<file path="src/rtl/seq_div16_nr.sv">
// seq_div16_nr: sequential non-restoring integer divider.
// Retires one quotient bit per clock through a single WIDTH+1-bit add/sub
// and a {P,A} shift register; start/busy/done handshake to the issuer.
// Optional macro SIGNED_DIV_EN adds the signed_op port and a NEG state
// that restores operand signs after the magnitude division.
module seq_div16_nr #(
  parameter int WIDTH = 16,
  parameter int CNT_W = 5
) (
  input  logic             sys_clk,
  input  logic             sys_rst_n,
  input  logic             start,
`ifdef SIGNED_DIV_EN
  input  logic             signed_op,
`endif
  input  logic [WIDTH-1:0] dividend,
  input  logic [WIDTH-1:0] divisor,
  output logic             busy,
  output logic             done,
  output logic [WIDTH-1:0] quotient,
  output logic [WIDTH-1:0] remainder,
  output logic             div_by_zero
);

`ifdef SIGNED_DIV_EN
  typedef enum logic [2:0] {IDLE, CALC, FIX, ZERO, NEG} state_t;
`else
  typedef enum logic [1:0] {IDLE, CALC, FIX, ZERO} state_t;
`endif

  state_t           state;
  logic [WIDTH:0]   p_reg;    // partial remainder, sign in bit WIDTH
  logic [WIDTH-1:0] a_reg;    // dividend shifting out, quotient shifting in
  logic [WIDTH-1:0] d_reg;    // divisor magnitude
  logic [CNT_W-1:0] cnt;

  logic [WIDTH:0]   p_shift;
  logic [WIDTH:0]   p_next;
  logic [WIDTH-1:0] a_next;
  logic [WIDTH-1:0] rem_fix;
  logic [WIDTH-1:0] dd_mag;
  logic [WIDTH-1:0] dv_mag;

`ifdef SIGNED_DIV_EN
  logic sgn_op;   // latched signed_op of the request in flight
  logic neg_q;    // operand signs differ: negate quotient
  logic neg_r;    // dividend negative: negate remainder
  logic neg_dd_in;
  logic neg_dv_in;
`endif

  // One non-restoring step, final remainder correction and operand magnitudes.
  always_comb begin
    // NOTE: every combinational output gets a value on every path, so no latch is inferred.
    p_shift = {p_reg[WIDTH-1:0], a_reg[WIDTH-1]};
    p_next  = p_reg[WIDTH] ? p_shift + {1'b0, d_reg} : p_shift - {1'b0, d_reg};
    a_next  = {a_reg[WIDTH-2:0], ~p_next[WIDTH]};
    rem_fix = p_reg[WIDTH] ? p_reg[WIDTH-1:0] + d_reg : p_reg[WIDTH-1:0];
`ifdef SIGNED_DIV_EN
    neg_dd_in = signed_op & dividend[WIDTH-1];
    neg_dv_in = signed_op & divisor[WIDTH-1];
    dd_mag    = neg_dd_in ? -dividend : dividend;
    dv_mag    = neg_dv_in ? -divisor  : divisor;
`else
    dd_mag    = dividend;
    dv_mag    = divisor;
`endif
  end

  // Control FSM, datapath registers and registered handshake/result outputs.
  always_ff @(posedge sys_clk) begin
    // NOTE: sequential state uses non-blocking assignments so every register samples pre-edge values.
    if (!sys_rst_n) begin
      state       <= IDLE;
      p_reg       <= '0;
      a_reg       <= '0;
      d_reg       <= '0;
      cnt         <= '0;
      busy        <= 1'b0;
      done        <= 1'b0;
      quotient    <= '0;
      remainder   <= '0;
      div_by_zero <= 1'b0;
`ifdef SIGNED_DIV_EN
      sgn_op      <= 1'b0;
      neg_q       <= 1'b0;
      neg_r       <= 1'b0;
`endif
    end else begin
      done <= 1'b0;
      case (state)
        IDLE: begin
          if (start) begin
            busy        <= 1'b1;
            div_by_zero <= 1'b0;
            cnt         <= '0;
            if (divisor == '0) begin
              a_reg <= dividend;  // raw dividend becomes the remainder
              state <= ZERO;
            end else begin
              p_reg  <= '0;
              a_reg  <= dd_mag;
              d_reg  <= dv_mag;
`ifdef SIGNED_DIV_EN
              sgn_op <= signed_op;
              neg_q  <= neg_dd_in ^ neg_dv_in;
              neg_r  <= neg_dd_in;
`endif
              state  <= CALC;
            end
          end
        end
        CALC: begin
          p_reg <= p_next;
          a_reg <= a_next;
          cnt   <= cnt + CNT_W'(1);
          if (cnt == CNT_W'(WIDTH - 1)) state <= FIX;
        end
        FIX: begin
`ifdef SIGNED_DIV_EN
          if (sgn_op) begin
            p_reg <= {1'b0, rem_fix};
            state <= NEG;
          end else begin
            quotient  <= a_reg;
            remainder <= rem_fix;
            done      <= 1'b1;
            busy      <= 1'b0;
            state     <= IDLE;
          end
`else
          quotient  <= a_reg;
          remainder <= rem_fix;
          done      <= 1'b1;
          busy      <= 1'b0;
          state     <= IDLE;
`endif
        end
        ZERO: begin
          quotient    <= '1;
          remainder   <= a_reg;
          div_by_zero <= 1'b1;
          done        <= 1'b1;
          busy        <= 1'b0;
          state       <= IDLE;
        end
`ifdef SIGNED_DIV_EN
        NEG: begin
          quotient  <= neg_q ? -a_reg : a_reg;
          remainder <= neg_r ? -p_reg[WIDTH-1:0] : p_reg[WIDTH-1:0];
          done      <= 1'b1;
          busy      <= 1'b0;
          state     <= IDLE;
        end
`endif
        default: state <= IDLE;
      endcase
    end
  end

endmodule

</file>
<file path="config.mk">
export PLATFORM = sky130hd
export DESIGN_NAME = seq_div16_nr
export DESIGN_NICKNAME = d
export VERILOG_FILES = /design/src/rtl/seq_div16_nr.sv
export SDC_FILE = /design/constraint.sdc
export NUM_CORES = 1
export LEC_CHECK = 0
export BUFFER_PORTS_ARGS = -buffer_cell sky130_fd_sc_hd__buf_2
export CAP_MARGIN = 15
export CORE_MARGIN = 3
export CORE_UTILIZATION = 59
export DETAILED_ROUTE_END_ITERATION = 16
export GPL_TIMING_DRIVEN = 0
export PLACE_DENSITY = 0.86
export SLEW_MARGIN = 20
export SYNTH_ARGS = -nofsm -noshare
export SYNTH_HDL_FRONTEND = slang
export SYNTH_SLANG_ARGS = --single-unit
</file>
<file path="constraint.sdc">
create_clock -name sys_clk -period 4.4 [get_ports sys_clk]
set_clock_uncertainty 0.05 [all_clocks]
set_input_delay 0 -clock sys_clk [delete_from_list [all_inputs] [get_ports sys_clk]]
set_output_delay 0 -clock sys_clk [all_outputs]
set_load 0.1 [all_outputs]
</file>
==> results_dict.tcl <==
set metrics [dict create \
    min_period_ns 4.18 \
    muxShareOfSynthArea 0.0482 \
    initial_core_util 0.613 \
    grt_pass1_vias 5811 \
    grt_overflow_total 0 \
    synth.yosys.seq_area_share 0.319 \
    rsz0062_at_grt "no" \
    critPathTopFamily "buffers and inverters" \
    detail_route.wl_per_cell_um 18.9 \
    arrival_ns 4.41 \
    max_stage_delay_ns 0.50 \
    fill_cells 730 \
    pwr-share-clk 0.229 \
    pwr-share-seq 0.385 \
    start_kind "register" \
    place_inst 902 \
    cp_data_required_time_ns 4.63 \
    p_per_area_mw_per_mm2 371 \
    worstSetupStartpoint "p_reg[16]$_SDFFE_PN0P_" \
    yosysTopAreaCellShare 0.319 \
    dpl_worst_slack_ns 0.299 \
    grt_use_total 0.326 \
    crit_slowest_cell "clkbuf_1" \
    cts_buffers 9 \
    clk_pin_slew_ns 0.10 \
    multi_input_area_mm2 0.00364 \
    core_area_mm2 0.00933 \
    final_hold_viol_count 0 \
    maxCapViolations 0 \
    max_freq_mhz 239 \
    clock-root-buffer "clkbuf_8" \
    grt_pass1_wl_um 29000 \
    combPwrFrac 0.387 \
    netlist_area_mm2 0.00572 \
    worstHoldStart "sys_rst_n" \
    largest_reg_flops 17 \
    hpwl_um 13000 \
    worstMarginPinSlew_ns 0.681 \
    dr.first_iter.drc_count 607 \
    wl_um 18000 \
    yosys.area_share.simple 0.215 \
    synth-xor-area-share 0.0475 \
    cts_buffer_depth 2 \
    synth_top_family_by_area "compound AO/OA/AOI/OAI gates" \
    cts_sinks 91 \
    area_delta_synth_final_pct 17.9 \
    die_y_um 104 \
    post_cts_buffers 0 \
    power.internal_mw 1.51 \
    worstSkewPairLatency_ns 0.39 \
    drt_pass1_iterations 5 \
    synth-compound-area-share 0.245 \
    diodes 0 \
    crit_chain "clkbuf_1, clkbuf_1, buf_1, o21ai_0, xor2_1, ha_1, buf_2, a21o_1, a31o_1, or4_4, o21ai_2, xnor2_1, o211a_1" \
    nets 888 \
    drive_above_1_share 0.131 \
    power.switching_mw 0.992 \
    hp-class "in -> reg" \
    regArea_mm2 0.00182 \
    die_x_um 104 \
    portBuffers 68 \
    ys_seq_elements 91 \
    slew-limit-headroom 0.546 \
    cp_common_cell "clkbuf_1" \
    postSynthAreaPerCell_um2 8.11 \
    worst_slack_ns 0.217 \
    p_leak_nw 3.00 \
    synthFlopType "dfxtp_1" \
    final_area_mm2 0.00674 \
    worstSetupPathType "reg -> reg" \
    ios 70 \
    worst-path-buf-inv 4 \
    cp_max_fo 10 \
    htree_levels 3 \
    cts_tree "yes" \
    tns_ns 0 \
    switching_share 0.397 \
    synth_common_cells "dfxtp_1, nand2_1, o21ai_0" \
    synthMostInstantiatedCell "dfxtp_1" \
    maxSlewViolCount 0 \
    fp-row-count 35 \
    placed_area_mm2 0.00622 \
    synth-edff-count 0 \
    antenna_found_initial 0 \
    yosysTopAreaCell "dfxtp_1" \
    route.antenna.remaining_nets 0 \
    gp_congestion 0.983 \
    die_area_mm2 0.0109 \
    synthTopCellsByArea "dfxtp_1, ha_1, nand2_1" \
    finalCritPeriodShare 0.951 \
    status "completed" \
    synth_nets 776 \
    setup_viol 0 \
    async_reset_ff_frac 0 \
    drcViolationCount 0 \
    ys_types 67 \
    fin_cells 951 \
    num_vias 6008 \
    synthAdderAreaFrac 0.0814 \
    yosys_warnings 0 \
    vdd_drop_max_mv 0.228 \
    grt_max_degree 19 \
    viasPerCell 6.32 \
    rr_startpoint "p_reg[16]$_SDFFE_PN0P_" \
    end_kind "register" \
    synth_cells 705 \
]
-- placed cells by master (no fill, tap or decap), drive strengths merged, types with 19 or more instances in the layout --
master	n
a21oi	51
buf	75
clkbuf	44
dfxtp	91
dlygate4sd3	33
ha	34
inv	27
mux2i	23
nand2	74
nand3	26
nor2	51
nor2b	36
o211a	19
o21ai	54
xnor2	20
-- routing by layer --
metal  routed length [um]  vias to the layer above  part of all wire  GRT usage
li1                     -                     2758                 -          -
met1                 7000                     2812              0.39      0.406
met2                 8240                      377              0.46      0.543
met3                 1910                       61              0.11     0.0639
met4                  840                        0             0.047      0.150
met5                    0                        -                 0          0
-- logic make-up (layout without fill, tap and decap cells) --
kind of cell               after synthesis  in the layout
xor gates and xnor gates                31             31
and+or+nand+nor                        246            246
DFF                                     91             91
buffers and inverters                   65            182
AOI/OAI and AO/OA                      209            209
muxes                                   27             27
adders and majority gates               36             36
-- what timing repair did --
item                                   CTS  global route
gates resized for setup                  0             1
setup endpoints to repair                0             1
hold buffers                            33             0
endpoints found under the hold margin   33             0
-- metrics by stage --
stage / hold WS (ns) / utilization / power, mW
after floorplan: 0.116 / - / 1.65
after global placement: 0.216 / 0.667 / 1.85
after detailed placement: 0.227 / 0.667 / 1.89
after CTS: 0.0962 / 0.722 / 2.47
after global routing: 0.128 / 0.722 / 2.63
final: 0.119 / 0.722 / 2.50
-- area by class of cell --
type | instances | share of cell area
multi-input cells | 549 | 0.541
well taps | 129 | 0.0240
plain buffers | 42 | 0.0245
inverters | 23 | 0.0128
flip-flops and latches | 91 | 0.270
repair buffers | 101 | 0.0995
clock buffers | 9 | 0.0184
clock inverters | 7 | 0.00966
-- power groups by stage --
stage	clock, mW	sequential [mW]	combinational [mW]
after global routing	0.606	0.964	1.06
final	0.571	0.961	0.967
after global placement	0	0.971	0.875
after floorplan	0	0.943	0.709
after CTS	0.569	0.955	0.944
after detailed placement	0	0.974	0.912
-- worst reg2reg max path, delay by kind of cell, from the launching register on --
family          cells  cell delay (ns)
buf+inv             4             1.61
compound gates      5             0.98
simple gates        1             0.49
xor+xnor            2             0.37
flops               1             0.34
fa+ha+maj           1             0.26
-- path summary, 6_finish.rpt --
kind	to	slack, ns	depth (start not counted)
max	a_reg[0]$_SDFFE_PN0P_	0.22	13
min	done$_SDFF_PN0_	0.12	2
max reg2reg	a_reg[0]$_SDFFE_PN0P_	0.22	13
min reg2reg	remainder[3]$_SDFFE_PN0N_	0.43	2
No activity file was read; power rests on OpenSTA's default activity.
